[config.mk]
export PLATFORM = sky130hd
export DESIGN_NAME = mem_read_arbiter
export DESIGN_NICKNAME = d
export VERILOG_FILES = /design/src/rtl/mem_read_arbiter.sv
export SDC_FILE = /design/constraint.sdc
export NUM_CORES = 1
export LEC_CHECK = 0
export CAP_MARGIN = 10
export CORE_MARGIN = 3
export CORE_UTILIZATION = 30
export DETAILED_ROUTE_END_ITERATION = 10
export PLACE_DENSITY_LB_ADDON = 0.08
export SLEW_MARGIN = 20
export SYNTH_ARGS = -nofsm -noshare
export SYNTH_HDL_FRONTEND = slang
export SYNTH_SLANG_ARGS = --single-unit
[constraint.sdc]
create_clock -name CLK -period 5.6 [get_ports CLK]
set_input_delay 0.84 -clock CLK [delete_from_list [all_inputs] [get_ports CLK]]
set_output_delay 0.84 -clock CLK [all_outputs]
set_load 0.01 [all_outputs]
[src/rtl/mem_read_arbiter.sv]
`default_nettype none
// ============================================================================
// Module   : mem_read_arbiter
// Purpose  : Round-robin arbiter sharing one AXI read-translation port between
//            instruction fetch (I) and data load (D), with a read watchdog.
// Revision : 1.0 - initial release
// ============================================================================
module mem_read_arbiter #(
    parameter int ADDR_WIDTH = 32,
    parameter int DATA_WIDTH = 32,
    parameter int TIMEOUT    = 255
) (
    input  logic                  CLK,
    input  logic                  RST,
    // instruction requester
    input  logic                  I_RDEN,
    input  logic [ADDR_WIDTH-1:0] I_RADDR,
    output logic                  I_RVALID,
    output logic [DATA_WIDTH-1:0] I_RDATA,
    output logic                  I_STALL,
    // data requester
    input  logic                  D_RDEN,
    input  logic [ADDR_WIDTH-1:0] D_RADDR,
    output logic                  D_RVALID,
    output logic [DATA_WIDTH-1:0] D_RDATA,
    output logic                  D_STALL,
    // translator side
    output logic                  M_RSELECT,
    output logic                  M_RDEN,
    output logic [ADDR_WIDTH-1:0] M_RIADDR,
    input  logic                  M_LOADING,
    input  logic                  M_RVALID,
    input  logic [ADDR_WIDTH-1:0] M_ROADDR,
    input  logic [DATA_WIDTH-1:0] M_RDATA,
    output logic                  ERR
);

    localparam logic [1:0] S_IDLE = 2'd0;
    localparam logic [1:0] S_BUSY = 2'd1;
    localparam logic [1:0] S_DONE = 2'd2;

    localparam int            CW        = 16;
    localparam logic [CW-1:0] C_TIMEOUT = CW'(TIMEOUT);
    localparam logic [CW-1:0] C_CNT_MAX = {CW{1'b1}};
    localparam logic          C_ID_I    = 1'b0;
    localparam logic          C_ID_D    = 1'b1;

    logic [1:0]            r_state;
    logic [1:0]            w_state_nxt;
    logic                  r_rr_ptr;
    logic                  w_rr_ptr_nxt;
    logic                  r_gnt_id;
    logic                  w_gnt_id_nxt;
    logic [CW-1:0]         r_cnt;
    logic [CW-1:0]         w_cnt_nxt;
    logic                  r_m_rden;
    logic                  w_m_rden_nxt;
    logic [ADDR_WIDTH-1:0] r_m_riaddr;
    logic [ADDR_WIDTH-1:0] w_m_riaddr_nxt;
    logic                  r_i_rvalid;
    logic                  w_i_rvalid_nxt;
    logic [DATA_WIDTH-1:0] r_i_rdata;
    logic [DATA_WIDTH-1:0] w_i_rdata_nxt;
    logic                  r_d_rvalid;
    logic                  w_d_rvalid_nxt;
    logic [DATA_WIDTH-1:0] r_d_rdata;
    logic [DATA_WIDTH-1:0] w_d_rdata_nxt;
    logic                  r_err;
    logic                  w_err_nxt;

    logic                  w_req_any;
    logic                  w_gnt_id;
    logic [ADDR_WIDTH-1:0] w_gnt_addr;
    logic                  w_match;
    logic                  w_timeout;
    logic                  w_unused_loading;

    // Translator busy flag carries no decision weight in this arbiter.
    assign w_unused_loading = M_LOADING;

    assign w_req_any  = I_RDEN | D_RDEN;
    // With both requesting the pointer decides; otherwise the lone requester wins.
    assign w_gnt_id   = (I_RDEN && D_RDEN) ? r_rr_ptr : (D_RDEN ? C_ID_D : C_ID_I);
    assign w_gnt_addr = (w_gnt_id == C_ID_D) ? D_RADDR : I_RADDR;
    assign w_match    = M_RVALID && (M_ROADDR == r_m_riaddr);
    assign w_timeout  = (r_cnt >= C_TIMEOUT);

    // ------------------------------------------------------------------
    // State and registered outputs
    // ------------------------------------------------------------------
    always_ff @(posedge CLK) begin
        if (RST) begin
            r_state    <= S_IDLE;
            r_rr_ptr   <= C_ID_I;
            r_gnt_id   <= C_ID_I;
            r_cnt      <= '0;
            r_m_rden   <= 1'b0;
            r_m_riaddr <= '0;
            r_i_rvalid <= 1'b0;
            r_i_rdata  <= '0;
            r_d_rvalid <= 1'b0;
            r_d_rdata  <= '0;
            r_err      <= 1'b0;
        end else begin
            r_state    <= w_state_nxt;
            r_rr_ptr   <= w_rr_ptr_nxt;
            r_gnt_id   <= w_gnt_id_nxt;
            r_cnt      <= w_cnt_nxt;
            r_m_rden   <= w_m_rden_nxt;
            r_m_riaddr <= w_m_riaddr_nxt;
            r_i_rvalid <= w_i_rvalid_nxt;
            r_i_rdata  <= w_i_rdata_nxt;
            r_d_rvalid <= w_d_rvalid_nxt;
            r_d_rdata  <= w_d_rdata_nxt;
            r_err      <= w_err_nxt;
        end
    end

    // ------------------------------------------------------------------
    // Next-state logic
    // ------------------------------------------------------------------
    always_comb begin
        w_state_nxt = r_state;
        case (r_state)
            S_IDLE: begin
                if (w_req_any) begin
                    w_state_nxt = S_BUSY;
                end
            end
            S_BUSY: begin
                if (w_match || w_timeout) begin
                    w_state_nxt = S_DONE;
                end
            end
            S_DONE: begin
                w_state_nxt = S_IDLE;
            end
            default: begin
                w_state_nxt = S_IDLE;
            end
        endcase
    end

    // ------------------------------------------------------------------
    // Output / datapath next values
    // ------------------------------------------------------------------
    always_comb begin
        w_rr_ptr_nxt   = r_rr_ptr;
        w_gnt_id_nxt   = r_gnt_id;
        w_cnt_nxt      = r_cnt;
        w_m_rden_nxt   = r_m_rden;
        w_m_riaddr_nxt = r_m_riaddr;
        w_i_rvalid_nxt = r_i_rvalid;
        w_i_rdata_nxt  = r_i_rdata;
        w_d_rvalid_nxt = r_d_rvalid;
        w_d_rdata_nxt  = r_d_rdata;
        w_err_nxt      = r_err;
        case (r_state)
            S_IDLE: begin
                if (w_req_any) begin
                    w_m_rden_nxt   = 1'b1;
                    w_m_riaddr_nxt = w_gnt_addr;
                    w_gnt_id_nxt   = w_gnt_id;
                    w_rr_ptr_nxt   = ~w_gnt_id;
                    w_cnt_nxt      = '0;
                end
            end
            S_BUSY: begin
                // A match on the final counted cycle still beats the watchdog.
                if (w_match) begin
                    w_m_rden_nxt = 1'b0;
                    if (r_gnt_id == C_ID_D) begin
                        w_d_rvalid_nxt = 1'b1;
                        w_d_rdata_nxt  = M_RDATA;
                    end else begin
                        w_i_rvalid_nxt = 1'b1;
                        w_i_rdata_nxt  = M_RDATA;
                    end
                end else if (w_timeout) begin
                    w_m_rden_nxt = 1'b0;
                    w_err_nxt    = 1'b1;
                    if (r_gnt_id == C_ID_D) begin
                        w_d_rvalid_nxt = 1'b1;
                        w_d_rdata_nxt  = '0;
                    end else begin
                        w_i_rvalid_nxt = 1'b1;
                        w_i_rdata_nxt  = '0;
                    end
                end else if (r_cnt != C_CNT_MAX) begin
                    w_cnt_nxt = r_cnt + CW'(1);
                end
            end
            S_DONE: begin
                w_i_rvalid_nxt = 1'b0;
                w_i_rdata_nxt  = '0;
                w_d_rvalid_nxt = 1'b0;
                w_d_rdata_nxt  = '0;
                w_err_nxt      = 1'b0;
            end
            default: begin
                w_m_rden_nxt = 1'b0;
            end
        endcase
    end

    assign M_RDEN    = r_m_rden;
    assign M_RSELECT = r_m_rden;
    assign M_RIADDR  = r_m_riaddr;
    assign I_RVALID  = r_i_rvalid;
    assign I_RDATA   = r_i_rdata;
    assign D_RVALID  = r_d_rvalid;
    assign D_RDATA   = r_d_rdata;
    assign ERR       = r_err;
    assign I_STALL   = I_RDEN && !r_i_rvalid;
    assign D_STALL   = D_RDEN && !r_d_rvalid;

endmodule
`default_nettype wire
=== Yosys cells after proc, flatten, opt, wreduce, memory -nomap -nowiden ===
Cells that the tools add are included.
W data, S select, Z words.

* $add $sub $neg: 1
* Order comparisons: 1
* Equal/unequal tests: 15
* Multiplexer cells: 36
* Bitwise operators: 3
* Reductions and logical operators: 18

{| class="wikitable"
|+ Operators by type and width
! cell !! number
|-
| $mux W32 || 9
|-
| $pmux W32 S2 || 2
|-
| $mux W16 || 4
|-
| $eq A32 B32 Y1 || 1
|-
| $pmux W16 S2 || 1
|-
| $add A16 B1 Y16 const B || 1
|-
| $ge A16 B8 Y1 const B || 1
|-
| $ne A16 B16 Y1 const B || 1
|-
| $ne A3 B3 Y1 const B || 5
|-
| $mux W1 || 13
|-
| $ne A2 B2 Y1 const B || 6
|-
| $reduce_and A4 Y1 || 2
|-
| $pmux W1 S2 || 3
|-
| $reduce_and A2 Y1 || 3
|-
| $reduce_and A3 Y1 || 2
|-
| $reduce_and A5 Y1 || 1
|-
| $logic_and A1 B1 Y1 || 4
|-
| $mux W2 || 2
|-
| $pmux W2 S2 || 1
|-
| $reduce_bool A2 Y1 || 2
|-
| $pmux W1 S3 || 1
|-
| $eq A2 B1 Y1 const B || 1
|-
| $eq A2 B2 Y1 const B || 1
|-
| $logic_not A1 Y1 || 2
|-
| other kinds (4) || 5
|}

* Register bits: 120
* Input port bits: 134
* Output and inout bits: 103

=== Logic depth before layout (Yosys ltp) ===
Gate-level depths: netlist (run 1).

* Word-level depth: 5
* Gate-level depth with buffers: 10
* Gate-level depth less buffers: 8

=== Least setup slack after synthesis (run 1) ===
Ideal clock, no wire load.

* Kind: input-to-reg
* Start: input M_ROADDR[18]
* End: register r_m_rden (netlist: M_RDEN)
* Library setup time: 117 ps
* Data arrival time: 2673 ps
* Data required time: 5483 ps
* Path slack: 2810 ps
* Stages: 7
* Buffers on the path: 1
* Path through: xnor2_1 > nand4_1 > or4_4 > or3_1 > buf_2 > a211o_1 > a32o_1

* Longest elaborated chain between the ends: 4

{| class="wikitable"
|+ RTL lines
! what !! line !! source
|-
| start: declaration || 33 || <nowiki>input logic [ADDR_WIDTH-1:0] M_ROADDR,</nowiki>
|-
| $eq A32 B32 Y1 (*) || 85 || <nowiki>assign w_match = M_RVALID && (M_ROADDR == r_m_riaddr);</nowiki>
|-
| $logic_and A1 B1 Y1 (*) || 85 ||
|-
| $ne A3 B3 Y1 (no line) / $mux W1 (equally long branches) || - ||
|-
| $reduce_and A3 Y1 (no line) / $pmux W1 S3 (equally long branches) || - ||
|-
| end signal: assignment || 109 || <nowiki>r_m_rden <= w_m_rden_nxt;</nowiki>
|-
| end: declaration || 56 || <nowiki>logic r_m_rden;</nowiki>
|}

Every way passes the cells marked *; elsewhere a longest branch is shown, timed or not.
A chain may end at the register's enable or synchronous reset.

=== Worst setup path after layout (run 1) ===
* Start: input M_ROADDR[16]
* End: register r_i_rdata[3] (netlist: I_RDATA[3])

* Longest elaborated chain between the ends: 4

{| class="wikitable"
|+ RTL lines
! what !! line !! source
|-
| $eq A32 B32 Y1 (*) || 85 ||
|-
| $logic_and A1 B1 Y1 (*) || 85 ||
|-
| $ne A3 B3 Y1 (no line) / $mux W32 (equally long branches) || - ||
|-
| $reduce_and A4 Y1 (no line) / $pmux W32 S2 (equally long branches) || - ||
|-
| end signal: assignment || 112 || <nowiki>r_i_rdata <= w_i_rdata_nxt;</nowiki>
|-
| end: declaration || 62 || <nowiki>logic [DATA_WIDTH-1:0] r_i_rdata;</nowiki>
|}

Marks and branches as above.

==> flow_summary.toml, run 1 <==
[global_route]
antenna_found_initial = 0
groute.layer.met1.usage = 0.210
top_usage_layer = "met2"
met3_usage = 0.0814
grt_use_total = 0.191
grt_pass1_vias = 5195
grt-ovfl-total = 0
grt_max_degree = 56
grt_use_met2 = 0.331
grt_pass1_wl_mm = 27.4

[timing]
slew_headroom = 0.299
timing.hold.ws_ps = 454
finalHoldViolations = 0
fmax_mhz = 269
setup_ws_ps = 1880
fin_crit_sh = 0.665
setup_tns_ps = 0
min_period_ps = 3720
rsz0062_at_grt = "no"
setup_viol = 0
slew_viol_final = 0
clock-skew-final_ps = 9.44
worst_slew_pin_slew_ps = 1050

[routing]
wirelength_mm = 17.7
viasPerCell = 5.00
firstDrtPassIters = 7
drc_errors = 0
wl_per_cell_um = 18.1
via_count = 4907
drt_iter0_markers = 301
ant_nets = 0

[final_layout]
multi_input_area_mm2 = 0.00246
area_growth_pct = 63.4
final_area_mm2 = 0.00825
seqCellArea_mm2 = 0.00240
num_antenna_cells = 0
postLayoutCoreUtil = 0.510
fill_cells = 1479
drive_above_1_share = 0.0706
final_nets = 890

[placed_design]
dpl-instance-area_mm2 = 0.00758
numPortBuffers = 235
dpl_worst_slack_ps = 1390
gp_congestion = 0.833
hpwl_mm = 12.9

[critical_path]
cp_slowest_cell = "o21a_2"
slowest_delay_ps = 920
start_kind = "input port"
path_cells = "clkdlybuf4s50_1 > xnor2_1 > nand4_1 > or4_4 > nor4_4 > o21a_2 > mux2i_1"
cp-end-kind = "flip-flop"
path_max_fanout = 32
critPathKind = "input port to flip-flop"
cp.required_ps = 5930
crit_family = "simple AND/OR/NAND/NOR gates"
crit_buf_inv = 1
critPathArrivalTime_ps = 4060

[status]
status = "complete, no violations"

[floorplan]
pin_count = 237
core_mm2 = 0.0162
fp.dieW_um = 136
dieArea_mm2 = 0.0184
fp-row-count = 46
die_h_um = 136
start_util = 0.312

[cts]
htree_levels = 4
cts_tree = "done"
cts_inserted_buffers = 17
holdBufCountCts = 0
insertion_delay_ps = 410
ctsResizeCount = 0
cts-root-buf = "clkbuf_16"
clkSinkCount = 120
path_clk_slew_ps = 60
clk_path_buf_depth = 2
cts_setup_buffers = 0

[synth]
ys_seq_area_frac = 0.476
ys_types = 52
synth-compound-area-share = 0.183
synth_ff_type = "dfxtp_1"
synthAdderAreaFrac = 0.00991
synth_top_family_by_area = "compound AO/OA/AOI/OAI gates"
synthXorXnorAreaFrac = 0.0555
syn-cell-area_mm2 = 0.00505
synth_edf_count = 0
yosys.area_share.simple = 0.168
syn_nets = 666
syn_inst = 528
synth-seq-cells = 120
muxShareOfSynthArea = 0.0634
synth.area.top_cells = "dfxtp_1, a222oi_1, mux2i_1"
netlist.top_cell.by_area = "dfxtp_1"
async_reset_ff_frac = 0
synth_top_area_share = 0.476
syn_area_per_cell_um2 = 9.56
yosys_warnings = 0

[power_and_ir_drop]
p_leak_uw = 0.00287
vdd_drop_max_mv = 0.210
power.density_mw_per_mm2 = 309

[worst_hold_path]
hold_path_class = "flip-flop to flip-flop"

[run]
max-cap-violations = 0
## stage by stage
stage | cells | total power (µW)
after floorplan | 528 | 1110
after global placement | 949 | 1330
after detailed placement | 949 | 1330
after CTS | 981 | 2580
after global routing | 981 | 2650
final | 981 | 2550
## tightest hold or removal path: cells and delay by family, from the launching register on
| kind | cells | cell delay (ps) |
|---|---|---|
| flops | 1 | 300 |
| mux | 1 | 50 |
| simple gates | 1 | 50 |
## power breakdown
group | internal [µW] | switching [µW]
sequential | 886 | 31.9
clock | 818 | 414
combinational | 212 | 184
## flip-flops by register name (all words and copies together), names as in the netlist
register and count:
M_RDEN 1, ERR 1, r_rr_ptr 1, r_cnt 16, D_RDATA 32, r_state 2
M_RIADDR 32, I_RDATA 32, I_RVALID 1, r_gnt_id 1, D_RVALID 1
## routing by layer
layer	share of wire	up-vias
li1	-	2398
met1	0.39	2293
met2	0.49	195
met3	0.094	21
met4	0.021	0
met5	0	-
## path summary, 6_finish.rpt
| path | from | endpoint | slack [ps] | depth (start not counted) |
|---|---|---|---|---|
| worst min-delay path | I_RDATA[29]$_SDFFE_PP0P_ | I_RDATA[29]$_SDFFE_PP0P_ | 450 | 2 |
| worst max register to register | M_RIADDR[16]$_SDFFE_PP0P_ | I_RDATA[3]$_SDFFE_PP0P_ | 2390 | 6 |
| worst min register to register | I_RDATA[29]$_SDFFE_PP0P_ | I_RDATA[29]$_SDFFE_PP0P_ | 450 | 2 |
| worst max-delay path | M_ROADDR[16] | I_RDATA[3]$_SDFFE_PP0P_ | 1880 | 7 |
## synth_stat cells, types with 3 or more instances
| cell type | count |
|---|---|
| nand2_1 | 78 |
| nand3_1 | 7 |
| a222oi_1 | 32 |
| ha_1 | 4 |
| and2_1 | 5 |
| a22o_1 | 32 |
| o311ai_0 | 4 |
| a31oi_1 | 4 |
| nor4_1 | 5 |
| xor2_1 | 3 |
| buf_2 | 7 |
| nand4_1 | 11 |
| buf_6 | 3 |
| o21ai_0 | 5 |
| nor3b_1 | 4 |
| o32ai_1 | 3 |
| inv_1 | 12 |
| a21oi_1 | 14 |
| dfxtp_1 | 120 |
| mux2i_1 | 32 |
| nor2_1 | 46 |
| xnor2_1 | 29 |
| clkbuf_1 | 25 |
| nor3_1 | 7 |
## layout by cell type (no fill, tap or decap), types with 7 or more instances in the layout
cell type	instances
a21oi_1	11
inv_1	12
a222oi_1	32
clkdlybuf4s50_1	234
clkbuf_16	17
nand3_1	7
nor2_1	46
nor3_1	7
xnor2_1	29
buf_4	8
dfxtp_1	120
nand2_1	78
a22o_1	32
nand4_1	11
mux2i_1	32
## cell families (layout without fill, tap and decap cells)
group,count (synthesis),in the layout
XOR/XNOR,32,32
adder cells (fa/ha/maj),4,4
flip-flops,120,120
buffers and inverters,49,286
AO/OA/AOI/OAI,112,112
AND/OR/NAND/NOR,179,179
multiplexers,32,32
## area by class of cell
| type | instances | share of cell area |
|---|---|---|
| Tap cell | 216 | 0.0328 |
| Inverter | 12 | 0.00546 |
| Multi-Input combinational cell | 359 | 0.298 |
| Timing Repair Buffer | 242 | 0.291 |
| Sequential cell | 120 | 0.291 |
| Clock inverter | 13 | 0.0261 |
| Clock buffer | 19 | 0.0549 |
(Power assumes the default switching activity.)
==> run 2, diff against run 1 <==
==> constraint.sdc (replaced) <==
create_clock -name CLK -period 3 [get_ports CLK]
set_input_delay 0.45 -clock CLK [delete_from_list [all_inputs] [get_ports CLK]]
set_output_delay 0.45 -clock CLK [all_outputs]
set_load 0.01 [all_outputs]
==> run 2 against run 1 <==
  * Worst setup slack worse by 1600 ps
  * Sequential share of layout area is 0.44 points lower
  * Die area stayed put
  * Wire length is 0.95% lower
==> flow_summary.toml, run 2 (synthesized netlist as in run 1, its figures left out) <==
[cts]
clkSinkCount = 120
ctsResizeCount = 0
cts_setup_buffers = 0
holdBufCountCts = 0
cts_inserted_buffers = 17
clk_path_buf_depth = 2
insertion_delay_ps = 430
path_clk_slew_ps = 50
cts_tree = "done"
htree_levels = 4
cts-root-buf = "clkbuf_16"

[power_and_ir_drop]
p_clk_frac = 0.478
total_power_uw = 4730
p_comb_frac = 0.158
p_leak_uw = 0.00294
seq_power_share = 0.363
p_switching_uw = 1150
p_int_uw = 3570
vdd_drop_max_mv = 0.402
p_sw_frac = 0.244
power.density_mw_per_mm2 = 564

[timing]
fmax_mhz = 370
slew_headroom = 0.599
setup_tns_ps = 0
min_period_ps = 2700
fin_crit_sh = 0.900
finalHoldViolations = 0
setup_viol = 0
slew_viol_final = 0
rsz0062_at_grt = "no"
timing.hold.ws_ps = 459
clock-skew-final_ps = 12.0
worst_slew_pin_slew_ps = 597

[final_layout]
final_area_mm2 = 0.00838
multi_input_area_mm2 = 0.00246
drive_above_1_share = 0.0849
fill_cells = 1465
seqCellArea_mm2 = 0.00240
num_antenna_cells = 0
final_nets = 903
area_growth_pct = 65.9
mostFrequentLayoutCells = "clkdlybuf4s50_1, dfxtp_1, nand2_1"
postLayoutCoreUtil = 0.518
layout_commonest_cell = "clkdlybuf4s50_1"

[global_route]
antenna_found_initial = 0
grt_pass1_vias = 5161
grt_use_total = 0.192
grt_pass1_wl_mm = 27.4
grt_max_degree = 37
grt-ovfl-total = 0

[routing]
drc_errors = 0
wirelength_mm = 17.6
wl_per_cell_um = 17.7
ant_nets = 0
via_count = 5047
viasPerCell = 5.08
firstDrtPassIters = 7
drt_iter0_markers = 447

[worst_hold_path]
holdPathStages = 2
hold_path_class = "flip-flop to flip-flop"
holdCritStartpoint = "I_RDATA[13]$_SDFFE_PP0P_"
hold-path-endpoint = "I_RDATA[13]$_SDFFE_PP0P_"

[floorplan]
core_mm2 = 0.0162
fp-row-count = 46
start_util = 0.312
die_h_um = 136
pin_count = 237
dieArea_mm2 = 0.0184
fp.dieW_um = 136

[critical_path]
r2r_end = "r_state[1]$_SDFFE_PP0P_"
critPathArrivalTime_ps = 3020
rr_worst_depth = 7
rr_startpoint = "M_RIADDR[16]$_SDFFE_PP0P_"
cp.required_ps = 3320
cp-end-kind = "flip-flop"
start_kind = "input port"
critPathKind = "input port to flip-flop"
r2r_setup_slack_ps = 410
path_max_fanout = 7

[placed_design]
numPortBuffers = 235
dpl-instance-area_mm2 = 0.00773
hpwl_mm = 13.1
gp_congestion = 0.800

[status]
status = "complete, no violations"

[run]
max-cap-violations = 0
==> run 2: changes by cell type in the layout (fill, tap and decap cells not counted), sizes merged <==
cell	change
buf	+13
clkinv	-1
clkinvlp	+1
inv	-1
==> run 2: power by group through the flow <==
stage / Sequential [µW] / Clock (µW) / Combinational (µW)
global placement: 1750 / 0 / 747
finish: 1720 / 2260 / 749
CTS: 1720 / 2310 / 754
global route: 1720 / 2370 / 815
detailed placement: 1750 / 0 / 752
floorplan: 1760 / 0 / 316
==> run 2: how the worst max path moves through the flow <==
stage	startpoint	to	cells after the start
final	M_ROADDR[16]	r_state[1]$_SDFFE_PP0P_	8
after global placement	M_ROADDR[16]	r_cnt[5]$_SDFFE_PP0P_	8
after CTS	M_ROADDR[16]	r_state[1]$_SDFFE_PP0P_	8
after global routing	M_ROADDR[16]	r_cnt[5]$_SDFFE_PP0P_	8
after floorplan	M_ROADDR[18]	M_RDEN$_SDFFE_PP0P_	7
after detailed placement	M_ROADDR[16]	r_state[1]$_SDFFE_PP0P_	8
==> run 2: per-stage QoR <==
stage,std cells,setup slack (ps)
after detailed placement,962,-152
after global routing,993,218
after global placement,962,-59.9
after CTS,993,316
after floorplan,528,600
final,993,301
==> run 2: critical path, stage by stage <==
cell and delay [ps]:
clkdlybuf4s50_1 420, xnor2_1 260, nand4_1 210, or4_4 630
or3_1 440, buf_4 180, a21o_1 180, a211oi_1 250
==> run 2: layer usage <==
metal	wire length, µm	track usage
met3	1740	0.0791
met5	0	0
met4	333	0.0773
met1	6870	0.213
met2	8610	0.324
==> run 2: cell type report <==
cell class | instances | share of cell area
clock buffers | 19 | 0.0541
well taps | 216 | 0.0323
inverters | 12 | 0.00538
multi-input cells | 359 | 0.294
flip-flops and latches | 120 | 0.287
clock inverters | 12 | 0.0236
repair buffers | 255 | 0.304
==> run 3, diff against run 2 <==
--- a/config.mk
+++ b/config.mk
@@ -8,6 +8,7 @@
 export CAP_MARGIN = 10
 export CORE_MARGIN = 3
 export CORE_UTILIZATION = 30
+export CTS_BUF_LIST = sky130_fd_sc_hd__clkbuf_4
 export DETAILED_ROUTE_END_ITERATION = 10
 export PLACE_DENSITY_LB_ADDON = 0.08
 export SLEW_MARGIN = 20
==> run 3 against run 2 <==
  * Non-clock buffer count did not move
  * Largest power group is now registers
  * Highest routed layer unchanged
  * Sequential power barely moved
  * Clock skew rose by 12 ps
  * Die area did not move
  * Critical path depth did not move
  * Utilization fell by 1.9 points
==> flow_summary.toml, run 3 (synthesized netlist as in run 1, its figures left out) <==
[final_layout]
multi_input_area_mm2 = 0.00246
mostFrequentLayoutCells = "clkdlybuf4s50_1, dfxtp_1, nand2_1"
seqCellArea_mm2 = 0.00240
area_growth_pct = 59.7
final_cells = 994
fill_cells = 1514
drive_above_1_share = 0.0824
layout_commonest_cell = "clkdlybuf4s50_1"
final_area_mm2 = 0.00806
postLayoutCoreUtil = 0.498
final_nets = 903

[timing]
slew_headroom = 0.583
fin_crit_sh = 0.861
clock-skew-final_ps = 24.3
fmax_mhz = 387
min_period_ps = 2580
slew_viol_final = 0
setup_tns_ps = 0
setup_viol = 0
finalHoldViolations = 0
worst_slew_pin_slew_ps = 621
rsz0062_at_grt = "no"

[cts]
holdBufCountCts = 0
ctsResizeCount = 0
clk_path_buf_depth = 2
cts_inserted_buffers = 17
cts-root-buf = "clkbuf_4"
cts_setup_buffers = 0
cts_tree = "done"
path_clk_slew_ps = 110
insertion_delay_ps = 530
htree_levels = 4
clkSinkCount = 120

[worst_hold_path]
hold_path_class = "input port to flip-flop"

[critical_path]
slowest_delay_ps = 640
crit_buf_inv = 2
critPathArrivalTime_ps = 3010
critPathKind = "input port to flip-flop"
cp_slowest_cell = "or4_4"
start_kind = "input port"
path_cells = "clkdlybuf4s50_1 > xnor2_1 > nand4_1 > or4_4 > or3_1 > buf_4 > a21o_1 > a211oi_1"
cp-end-kind = "flip-flop"
cp.required_ps = 3430
r2r_setup_slack_ps = 420
crit_family = "simple AND/OR/NAND/NOR gates"
path_max_fanout = 7

[run]
max-cap-violations = 0

[global_route]
grt_max_degree = 37
grt-ovfl-total = 0
grt_use_total = 0.189
grt_pass1_vias = 5162
antenna_found_initial = 1
grt_pass1_wl_mm = 27.4

[routing]
drc_errors = 0
via_count = 4992
wl_per_cell_um = 17.6
ant_nets = 0
firstDrtPassIters = 8
wirelength_mm = 17.5
viasPerCell = 5.02
drt_iter0_markers = 450

[floorplan]
core_mm2 = 0.0162
fp.dieW_um = 136
fp-row-count = 46
start_util = 0.312
dieArea_mm2 = 0.0184
pin_count = 237
die_h_um = 136

[placed_design]
dpl-instance-area_mm2 = 0.00773
numPortBuffers = 235
gp_congestion = 0.800
hpwl_mm = 13.1
dp_cells = 962

[status]
status = "complete, no violations"

[power_and_ir_drop]
p_leak_uw = 0.00279
power.density_mw_per_mm2 = 475
total_power_uw = 3830
vdd_drop_max_mv = 0.253
## run 3: changes by cell type in the layout (fill, tap and decap cells not counted), sizes merged
| cell | previous run | this run |
|---|---|---|
| diode | 0 | 1 |
| clkinv | 4 | 6 |
| clkbuf | 19 | 17 |
## run 3: final cells by class
class                   count  area share
inverters                  12     0.00559
well taps                 216      0.0335
repair buffers            255       0.316
diodes                      1    0.000310
clock buffers              17      0.0158
multi-input cells         359       0.305
clock inverters            14      0.0255
flip-flops and latches    120       0.298
## run 3: worst register-to-register path: stages (launching register included)
cell and delay [ps]:
dfxtp_1 340, xnor2_1 260, nand4_1 200, or4_4 640, or3_1 440, buf_4 180
a21o_1 180, a211oi_1 260
## run 3: where the power goes
part / total (µW) / switching [µW] / internal (µW)
combinational: 749 / 342 / 407
sequential: 1720 / 62.7 / 1650
clock: 1360 / 627 / 734
total: 3830 / 1030 / 2790
## run 3: through the flow
step | hold slack, ps | setup slack (ps)
final | 434 | 418
after detailed placement | 453 | -152
after global placement | 444 | -59.9
after floorplan | 446 | 600
after global routing | 385 | 280
after CTS | 368 | 390
## run 3: per-layer routing
metal	GRT usage	part of all wire	vias to the layer above
met2	0.324	0.50	194
met1	0.212	0.39	2358
li1	-	-	2428
met4	0.0504	0.014	0
met3	0.0892	0.097	12
met5	0	0	-
## run 3: worst paths after layout
kind / from / end / cells past startpoint
min reg2reg: I_RDATA[3]$_SDFFE_PP0P_ / I_RDATA[3]$_SDFFE_PP0P_ / 2
min: RST / M_RIADDR[22]$_SDFFE_PP0P_ / 2
max: M_ROADDR[16] / r_state[1]$_SDFFE_PP0P_ / 8
max reg2reg: M_RIADDR[16]$_SDFFE_PP0P_ / r_state[1]$_SDFFE_PP0P_ / 7
